`src/rtl/ps2_tx_bank.sv`:
```
// Multi-channel PS/2 device-side transmitter: per-channel byte FIFO feeding an
// 11-bit frame serialiser on a shared divided clock phase. Optional host-inhibit
// support is enabled with the PS2_TX_INHIBIT_EN macro.
module ps2_tx_bank #(
  parameter int unsigned CHANNELS  = 2,
  parameter int unsigned FIFO_BITS = 3,
  parameter int unsigned PS2DIV    = 100,
  parameter int unsigned CH_BITS   = (CHANNELS > 1) ? $clog2(CHANNELS) : 1
) (
  input  logic                clk_sys,
  input  logic                reset_n,
  input  logic                wr_strobe,
  input  logic [CH_BITS-1:0]  wr_chan,
  input  logic [7:0]          wr_data,
  input  logic [CHANNELS-1:0] ovf_clr,
  input  logic [CHANNELS-1:0] ps2_clk_in,
  output logic [CHANNELS-1:0] ps2_clk,
  output logic [CHANNELS-1:0] ps2_data,
  output logic [CHANNELS-1:0] fifo_empty,
  output logic [CHANNELS-1:0] busy,
  output logic [CHANNELS-1:0] overflow
);

  localparam int unsigned CNT_W = $clog2(PS2DIV);
  localparam int unsigned PTR_W = FIFO_BITS + 1;
  localparam int unsigned DEPTH = 1 << FIFO_BITS;
  localparam logic [CNT_W-1:0] CNT_MAX = CNT_W'(PS2DIV - 1);

  localparam logic [3:0] ST_IDLE = 4'd0;
  localparam logic [3:0] ST_PAR  = 4'd9;
  localparam logic [3:0] ST_STOP = 4'd10;
  localparam logic [3:0] ST_END  = 4'd11;

  logic [CNT_W-1:0]    cnt_q, cnt_d;
  logic                ph_q, ph_d;
  logic                rise;
  logic [CHANNELS-1:0] line_low;

  // Shared half-period divider; rise marks the ph 0->1 transition
  always_comb begin
    cnt_d = cnt_q + CNT_W'(1);
    ph_d  = ph_q;
    if (cnt_q == CNT_MAX) begin
      cnt_d = '0;
      ph_d  = ~ph_q;
    end
  end

  assign rise = (cnt_q == CNT_MAX) && !ph_q;

  always_ff @(posedge clk_sys or negedge reset_n) begin
    if (!reset_n) begin
      cnt_q <= '0;
      ph_q  <= 1'b0;
    end else begin
      cnt_q <= cnt_d;
      ph_q  <= ph_d;
    end
  end

`ifdef PS2_TX_INHIBIT_EN
  logic [CHANNELS-1:0] sync1_q, sync2_q;

  // Host clock line is asynchronous; idle level is high
  always_ff @(posedge clk_sys or negedge reset_n) begin
    if (!reset_n) begin
      sync1_q <= '1;
      sync2_q <= '1;
    end else begin
      sync1_q <= ps2_clk_in;
      sync2_q <= sync1_q;
    end
  end

  assign line_low = ~sync2_q;
`else
  logic unused_clk_in;
  assign unused_clk_in = ^ps2_clk_in;
  assign line_low      = '0;
`endif

  for (genvar c = 0; c < CHANNELS; c++) begin : g_ch
    logic [3:0]       state_q, state_d;
    logic [7:0]       shift_q, shift_d;
    logic             parity_q, parity_d;
    logic             data_q, data_d;
    logic             ovf_q, ovf_d;
    logic [PTR_W-1:0] wr_ptr_q, wr_ptr_d;
    logic [PTR_W-1:0] rd_ptr_q, rd_ptr_d;
    logic [7:0]       mem_q [DEPTH];
    logic             wr_hit, full, empty, push, pop, abort, start;

    assign wr_hit = wr_strobe && (wr_chan == CH_BITS'(c));
    assign empty  = (wr_ptr_q == rd_ptr_q);
    assign full   = (wr_ptr_q[FIFO_BITS] != rd_ptr_q[FIFO_BITS]) &&
                    (wr_ptr_q[FIFO_BITS-1:0] == rd_ptr_q[FIFO_BITS-1:0]);
    assign push   = wr_hit && !full;
    assign abort  = rise && line_low[c] && (state_q != ST_IDLE);
    assign start  = rise && (state_q == ST_IDLE) && !empty && !line_low[c];

    always_ff @(posedge clk_sys or negedge reset_n) begin
      if (!reset_n) begin
        state_q  <= ST_IDLE;
        shift_q  <= '0;
        parity_q <= 1'b0;
        data_q   <= 1'b1;
        ovf_q    <= 1'b0;
        wr_ptr_q <= '0;
        rd_ptr_q <= '0;
      end else begin
        state_q  <= state_d;
        shift_q  <= shift_d;
        parity_q <= parity_d;
        data_q   <= data_d;
        ovf_q    <= ovf_d;
        wr_ptr_q <= wr_ptr_d;
        rd_ptr_q <= rd_ptr_d;
      end
    end

    always_comb begin
      state_d = state_q;
      if (abort) begin
        state_d = ST_IDLE;
      end else if (rise) begin
        case (state_q)
          ST_IDLE: if (start) state_d = 4'd1;
          ST_END:  state_d = ST_IDLE;
          default: state_d = state_q + 4'd1;
        endcase
      end
    end

    // Line value and shift/parity updates; the head byte is popped only after the stop bit
    always_comb begin
      shift_d  = shift_q;
      parity_d = parity_q;
      data_d   = data_q;
      pop      = 1'b0;
      if (abort) begin
        data_d = 1'b1;
      end else if (rise) begin
        case (state_q)
          ST_IDLE: begin
            if (start) begin
              shift_d  = mem_q[rd_ptr_q[FIFO_BITS-1:0]];
              parity_d = 1'b1;
              data_d   = 1'b0;
            end
          end
          4'd1, 4'd2, 4'd3, 4'd4, 4'd5, 4'd6, 4'd7, 4'd8: begin
            data_d   = shift_q[0];
            shift_d  = {1'b0, shift_q[7:1]};
            parity_d = parity_q ^ shift_q[0];
          end
          ST_PAR:  data_d = parity_q;
          ST_STOP: data_d = 1'b1;
          ST_END:  pop = 1'b1;
          default: data_d = 1'b1;
        endcase
      end
    end

    always_comb begin
      wr_ptr_d = push ? wr_ptr_q + PTR_W'(1) : wr_ptr_q;
      rd_ptr_d = pop  ? rd_ptr_q + PTR_W'(1) : rd_ptr_q;
      ovf_d    = ovf_q;
      if (wr_hit && full)   ovf_d = 1'b1;
      else if (ovf_clr[c])  ovf_d = 1'b0;
    end

    always_ff @(posedge clk_sys) begin
      if (push) mem_q[wr_ptr_q[FIFO_BITS-1:0]] <= wr_data;
    end

    assign ps2_clk[c]    = ph_q | (state_q == ST_IDLE);
    assign ps2_data[c]   = data_q;
    assign fifo_empty[c] = empty;
    assign busy[c]       = (state_q != ST_IDLE);
    assign overflow[c]   = ovf_q;
  end

endmodule

```
`config.mk`:
```
export PLATFORM = sky130hd
export DESIGN_NAME = ps2_tx_bank
export DESIGN_NICKNAME = d
export VERILOG_FILES = /design/src/rtl/ps2_tx_bank.sv
export SDC_FILE = /design/constraint.sdc
export NUM_CORES = 1
export LEC_CHECK = 0
export BUFFER_PORTS_ARGS = -buffer_cell sky130_fd_sc_hd__buf_2
export CAP_MARGIN = 20
export CORE_UTILIZATION = 26
export CTS_CLUSTER_DIAMETER = 60
export DETAILED_ROUTE_END_ITERATION = 8
export PLACE_DENSITY = 0.53
export SETUP_SLACK_MARGIN = 0.3
export SLEW_MARGIN = 10
export SYNTH_ARGS = -nofsm -noshare
export SYNTH_HDL_FRONTEND = slang
export SYNTH_SLANG_ARGS = --single-unit
```
`constraint.sdc`:
```
create_clock -name clk_sys -period 2 [get_ports clk_sys]
set_input_delay 0 -clock clk_sys [delete_from_list [all_inputs] [get_ports clk_sys]]
set_output_delay 0 -clock clk_sys [all_outputs]
set_load 0.1 [all_outputs]
```
==> run metrics, run 1 <==
Combinational Power Share 18.0%; worst skew pair latency 0.43 ns; Net Sw Frac around 28%; clock share of power 35.5%; Post-synth ARST share between 20% and 30%; io pins 26; Port Buf Inserts 23; xor/xnor share of the synthesized area approximately 2.7%; Netlist cell types 58; dpl hpwl roughly 11 mm; initial drt markers roughly 190; simple-gate share of the synthesized area 7.92%; core box area between 20000 and 30000 um^2; sw power between 0.002 and 0.003 W; Mapped Area approximately 8000 um^2; slew margin rel. 64.5%; clk sinks 182; Filler cells around 2800; total power 0.00968 W; Die W approximately 180 um; setup violators final 0; Synth Flop Type edfxtp_1; first-pass GRT wire length about 28 mm; crit path DAT between 2 and 2.5 ns; die area 30800 um^2; synthesis-to-finish area growth 41.3%; leak pwr 3.97 nW; initial antenna violation count 0; routed wire length about 17 mm; leading post-synthesis cells by cell area edfxtp_1, dfrtp_1, mux4_2; CTS root buf clkbuf_16; share of total power in sequential cells 46.5%; Site Rows between 60 and 70; RSZ-0062 raised after global routing yes; Initial Util between 20% and 30%; Internal Dissipation approximately 0.0069 W; combinational family with the most area after synthesis multiplexers; Post-synth EDFFs around 130; fmax roughly 540 MHz; Seq cells post-synth about 180; Avg Cell Area, Syn about 15 um^2; Pwr per Cell Area 876 nW/um^2; Max Cap Violations 0; final hold vios 0; Peak VDD IR between 0.6 and 0.7 mV; GRT Total Usage between 10 and 15%; share of cells above drive strength 1 between 40 and 50%; Setup TNS 0 ns; Remaining DRCs 2; TritonCTS clock tree done; WL/cell between 15 and 20 um; Tmin final 1.85 ns; sequential element share of the synthesized area 66.4%; antenna cells 0; Syn Nets between 500 and 600; vias in the first global route ~5000; CP Max Fanout 6; Placement Setup Slack ~0.034 ns; Die Ht roughly 180 um; compound-cell area share of the yosys netlist under 10%; final period utilization about 92%; Num CTS Buffers 17; largest net degree at the start of global routing 32; Synth Warn # 0; utilization after layout about 37%; outcome finished with violations; crit path kind reg2reg; Via-to-Cell Ratio roughly 4.5; final slew viol count 0; mux contribution to synthesized area 12.5%; H-tree levels 4; Post-Synthesis Cells about 500; worst-margin pin slew approximately 0.52 ns; Post-Synth Adder-Cell Area 2.08%; Synth area leader edfxtp_1; clk buf depth 2; 1st-pass router iterations 6; NumNets Final between 600 and 700; Worst Path Required 2.32 ns; Worst Hold Class in2reg; GRT overflow 0; final worst setup slack ~0.15 ns; type of origin of the critical path flop; Worst Skew about 0.0097 ns; DRT antenna net count 0; via count 4635; Yosys top cell area share ~50%; clk slew on worst S/H paths around 0.070 ns; routability cong. ~0.8; Worst Setup End Kind flop; failing checks DRC
cell usage in the layout (no fill, tap or decap), types with 13 or more instances in the layout:
cell	instances
buf_4	42
o21ai_1	13
buf_2	18
buf_12	23
nand2_1	28
nor2_4	20
clkbuf_16	17
edfxtp_1	128
buf_6	23
dfrtp_1	46
mux4_2	28
Yosys cell counts, types with 11 or more instances:
| master | count |
|---|---|
| nand2_1 | 32 |
| dfrtp_1 | 52 |
| nand2b_1 | 11 |
| mux4_2 | 28 |
| xnor2_1 | 15 |
| o21ai_0 | 13 |
| mux2i_1 | 18 |
| ha_1 | 13 |
| inv_1 | 11 |
| edfxtp_1 | 128 |
| a21oi_1 | 14 |
| nor2_1 | 34 |
final cells by class:
type	instances	area (um^2)	share of cell area, %
clock buffers	17	425	3.85
clock inverters	15	195	1.77
inverters	11	50.0	0.453
multi-input cells	289	3250	29.4
flip-flops and latches	182	5200	47.1
well taps	390	488	4.41
repair buffers	126	1440	13.0
layer usage:
layer  vias up  routed length [um]  track usage, %
met5         -                   0               0
met3        16                 407            2.21
met1      2395                7890            15.7
met2        56                8950            20.1
met4         0                 202            4.09
li1       2168                   -               -
power groups by stage:
| stage | clock [W] | combinational, W | sequential (W) |
|---|---|---|---|
| finish | 0.00344 | 0.00174 | 0.00450 |
| detailed placement | 0 | 0.00145 | 0.00457 |
| global route | 0.00366 | 0.00184 | 0.00453 |
| global placement | 0 | 0.00140 | 0.00456 |
| CTS | 0.00352 | 0.00169 | 0.00451 |
| floorplan | 0 | 0.000988 | 0.00458 |
final timing paths:
check                                     end                start  depth (start not counted)  slack (ns)
setup / recovery           g_ch[0].shift_q[5]  g_ch[0].rd_ptr_q[0]                          6        0.15
hold / removal                  g_ch[1].ovf_q            wr_strobe                          3       0.003
setup reg to reg           g_ch[0].shift_q[5]  g_ch[0].rd_ptr_q[0]                          6        0.15
hold reg to reg                      cnt_q[0]             cnt_q[0]                          1        0.47
max in group asynchronous  g_ch[0].state_q[1]              reset_n                          3        1.24
min in group asynchronous      g_ch[0].data_q              reset_n                          2        0.09
through the flow:
stage / cells / hold WS (ns) / area (um^2)
floorplan: 506 / -0.296 / 8290
global placement: 920 / -0.154 / 9010
detailed placement: 920 / -0.150 / 9010
CTS: 1013 / 0.0256 / 10700
global route: 1030 / 0.0402 / 11100
finish: 1030 / 0.00279 / 11100
cell families (layout without fill, tap and decap cells):
| family | count (synthesis) | count (layout) |
|---|---|---|
| xor+xnor | 24 | 24 |
| fa+ha+maj | 13 | 13 |
| compound gates | 67 | 68 |
| simple gates | 122 | 123 |
| mux | 61 | 61 |
| buf+inv | 37 | 169 |
| flops | 182 | 182 |
registers in the layout, summed over array words and instances, names as in the netlist:
register / flops
g_ch.shift_q: 16
cnt_q: 7
g_ch.parity_q: 2
ph_q: 1
g_ch.rd_ptr_q: 8
g_ch.wr_ptr_q: 8
g_ch.data_q: 2
g_ch.state_q: 8
g_ch.ovf_q: 2
g_ch.mem_q: 128
worst max-delay path, cell delays in order, from the launching register on:
cell and delay [ns]:
dfrtp_2 0.43, buf_12 0.13, buf_16 0.12, mux4_2 0.52
mux2i_4 0.19, a21oi_2 0.07, mux2_4 0.26
what timing repair did:
item | CTS | global route
gates resized for setup | 97 | 48
endpoints found under the setup margin | 164 | 160
pin swaps | 47 | 25
buffers inserted | 41 | 16
hold buffers | 12 | 0
cloned | 8 | 1
hold endpoints to repair | 183 | 0
Note: power is estimated with default switching activity, not from simulation.
==> run 2, diff against run 1 <==
--- a/config.mk
+++ b/config.mk
@@ -5,6 +5,7 @@
 export SDC_FILE = /design/constraint.sdc
 export NUM_CORES = 1
 export LEC_CHECK = 0
+export ABC_AREA = 1
 export BUFFER_PORTS_ARGS = -buffer_cell sky130_fd_sc_hd__buf_2
 export CAP_MARGIN = 20
 export CORE_UTILIZATION = 26
==> run 2 against run 1 <==
The flow now finishes without violations. Total power is 0.95% higher. Combinational power hardly changed. Utilization is 3.4 points lower. Die area is 7.9% higher. Fmax is 8.8% higher. Highest routed layer unchanged. Count of clock-buffer cells in the layout stayed put. Largest power group unchanged. Critical path type is now reg2out.
==> run metrics, run 2 <==
RSZ-0062 raised after global routing yes; worst-margin pin slew 0.503 ns; fmax about 600 MHz; Post-synth EDFFs about 130; final worst setup slack about 0.30 ns; dpl hpwl around 13 mm; Initial Util approximately a quarter; most frequent cells in the layout nand2_1, edfxtp_1, nand3_1; WL/cell about 14 um; leak pwr around 4.5 nW; Worst Setup End Kind primary output; Netlist cell types 33; share of cells above drive strength 1 23.6%; leading cell types by count after synthesis nand2_1, edfxtp_1, nand3_1, inv_1, nor2_1; first-pass GRT wire length 31.0 mm; crit path kind reg2out; GRT Total Usage ~12%; Remaining DRCs 0; clk slew on worst S/H paths roughly 0.08 ns; Die W 182 um; TritonCTS clock tree done; routed wire length ~20 mm; Die Ht approximately 180 um; Tmin final roughly 1.7 ns; slew margin rel. about two thirds; Peak VDD IR about 0.6 mV; setup violators final 0; commonest non-fill, non-tap cell in the layout nand2_1; GRT overflow 0; Placement Setup Slack ~0.12 ns; io pins 26; largest net degree at the start of global routing 37; clk sinks 182; Synth Flop Type edfxtp_1; DP Area just over 9000 um^2; Worst Hold Class in2reg; count leader, synth nand2_1; Worst path slowest cell dfrtp_1; Port Buf Inserts 23; Num CTS Buffers 17; final non-filler cell area approximately 11000 um^2; Yosys top cell area share between 40% and 50%; Seq cells post-synth between 150 and 200; CTS root buf clkbuf_16; Setup TNS 0 ns; CP Max Fanout 2; Mapped Area between 8000 and 9000 um^2; final slew viol count 0; Max Cap Violations 0; NumNets Final 1000; Site Rows 65; core box area 31800 um^2; CP Cell Sequence xor2_2 -> nor4_2 -> buf_4 -> buf_12; die area 33200 um^2; outcome finished, final reports clean; initial drt markers approximately 480; Post-Synthesis Cells approximately 900; initial antenna violation count 0; antenna cells 0; Largest register FFs roughly 130; final hold vios 0; Pwr per Cell Area just over 900 nW/um^2; DRT antenna net count 0; Avg Cell Area, Syn 9.43 um^2; Via-to-Cell Ratio between 4 and 5; Worst path max stage delay slightly above 0.4 ns; Post-synth ARST share 29.7%; final period utilization 84.9%; type of origin of the critical path flop; clk buf depth 2; crit path DAT 1.70 ns; 1st-pass router iterations 4; Worst Path Required ~2 ns; H-tree levels 4; leading post-synthesis cells by cell area edfxtp_1, dfrtp_1, nand2_1; synthesis-to-finish area growth 27.5%; Synth Warn # 0; via count approximately 6000; worst skew pair latency around 0.44 ns; sequential element share of the synthesized area around three fifths; routability cong. between 0.8 and 0.9; Worst Skew between 0.02 and 0.025 ns; Syn Nets approximately 930; vias in the first global route a little under 6000; Synth area leader edfxtp_1
run 2: cell types whose count changed in the layout (fill, tap and decap cells not counted), sizes merged, moves of 8 or more:
cell,before,now
mux2,15,0
mux4,28,0
o21ai,21,29
mux2i,18,0
inv,18,112
xnor2,15,7
nand3,6,110
nand2,35,302
nand2b,11,0
buf,114,82
nor2,34,77
run 2: routing by layer:
metal	routed length [um]	track usage, %
met1	9700	16.6
met2	9370	19.6
met3	571	2.65
met4	148	2.99
met5	0	0
run 2: path summary, 6_finish.rpt:
kind / start / to / slack (ns) / cells past startpoint
setup / recovery: g_ch[1].wr_ptr_q[0] / fifo_empty[1] / 0.30 / 4
hold / removal: wr_data[0] / g_ch[0].mem_q[3][0] / 0.01 / 1
setup reg to reg: g_ch[0].wr_ptr_q[0] / g_ch[0].mem_q[4][6] / 0.33 / 9
hold reg to reg: g_ch[0].data_q / g_ch[0].data_q / 0.47 / 2
max in group asynchronous: reset_n / g_ch[0].data_q / 1.29 / 3
min in group asynchronous: reset_n / g_ch[1].parity_q / 0.08 / 2
run 2: metrics by stage:
stage          util, %  hold slack (ns)  instances  power (W)
2_1_floorplan        -           -0.296        896    0.00541
3_3_place_gp      29.3        -0.000842       1350    0.00590
3_5_place_dp      29.3         0.000224       1350    0.00590
4_1_cts           32.4          0.00202       1402    0.00969
5_1_grt           33.9          0.00196       1419     0.0102
6_report          33.9           0.0114       1419    0.00977
run 2: area by class of cell:
cell class	instances	area, um^2
Clock buffer	17	425
Clock inverter	15	226
Fill cell	3197	21000
Inverter	108	439
Multi-Input combinational cell	570	3070
Sequential cell	182	5200
Tap cell	435	544
Timing Repair Buffer	91	855
Timing Repair inverter	1	7.51
run 2: where the power goes:
part,switching (W),internal [W],total [W]
registers,0.000109,0.00430,0.00441
clock network,0.00166,0.00195,0.00361
logic,0.00114,0.000620,0.00176
total,0.00290,0.00687,0.00977
run 2: kinds of logic after synthesis:
| family | Yosys count | share of synthesized area (%) |
|---|---|---|
| buffers and inverters | 144 | 7.33 |
| adder cells (fa/ha/maj) | 13 | 1.92 |
| XOR/XNOR | 20 | 2.07 |
| AND/OR/NAND/NOR | 498 | 24.7 |
| AO/OA/AOI/OAI | 39 | 2.43 |
| flip-flops | 182 | 61.5 |
run 2: critical path: cells and delay by family, from the launching register on:
kind                      cells  cell delay (ns)
xor gates and xnor gates      1             0.20
buffers and inverters         2             0.34
and+or+nand+nor               1             0.33
DFF                           1             0.41
run 2: repair_timing:
action,CTS,global route
resized for setup,38,88
setup buffers,12,14
hold endpoints to repair,57,5
setup endpoints to repair,148,169
pin swaps,11,20
hold buffers,7,1
gates cloned,1,2
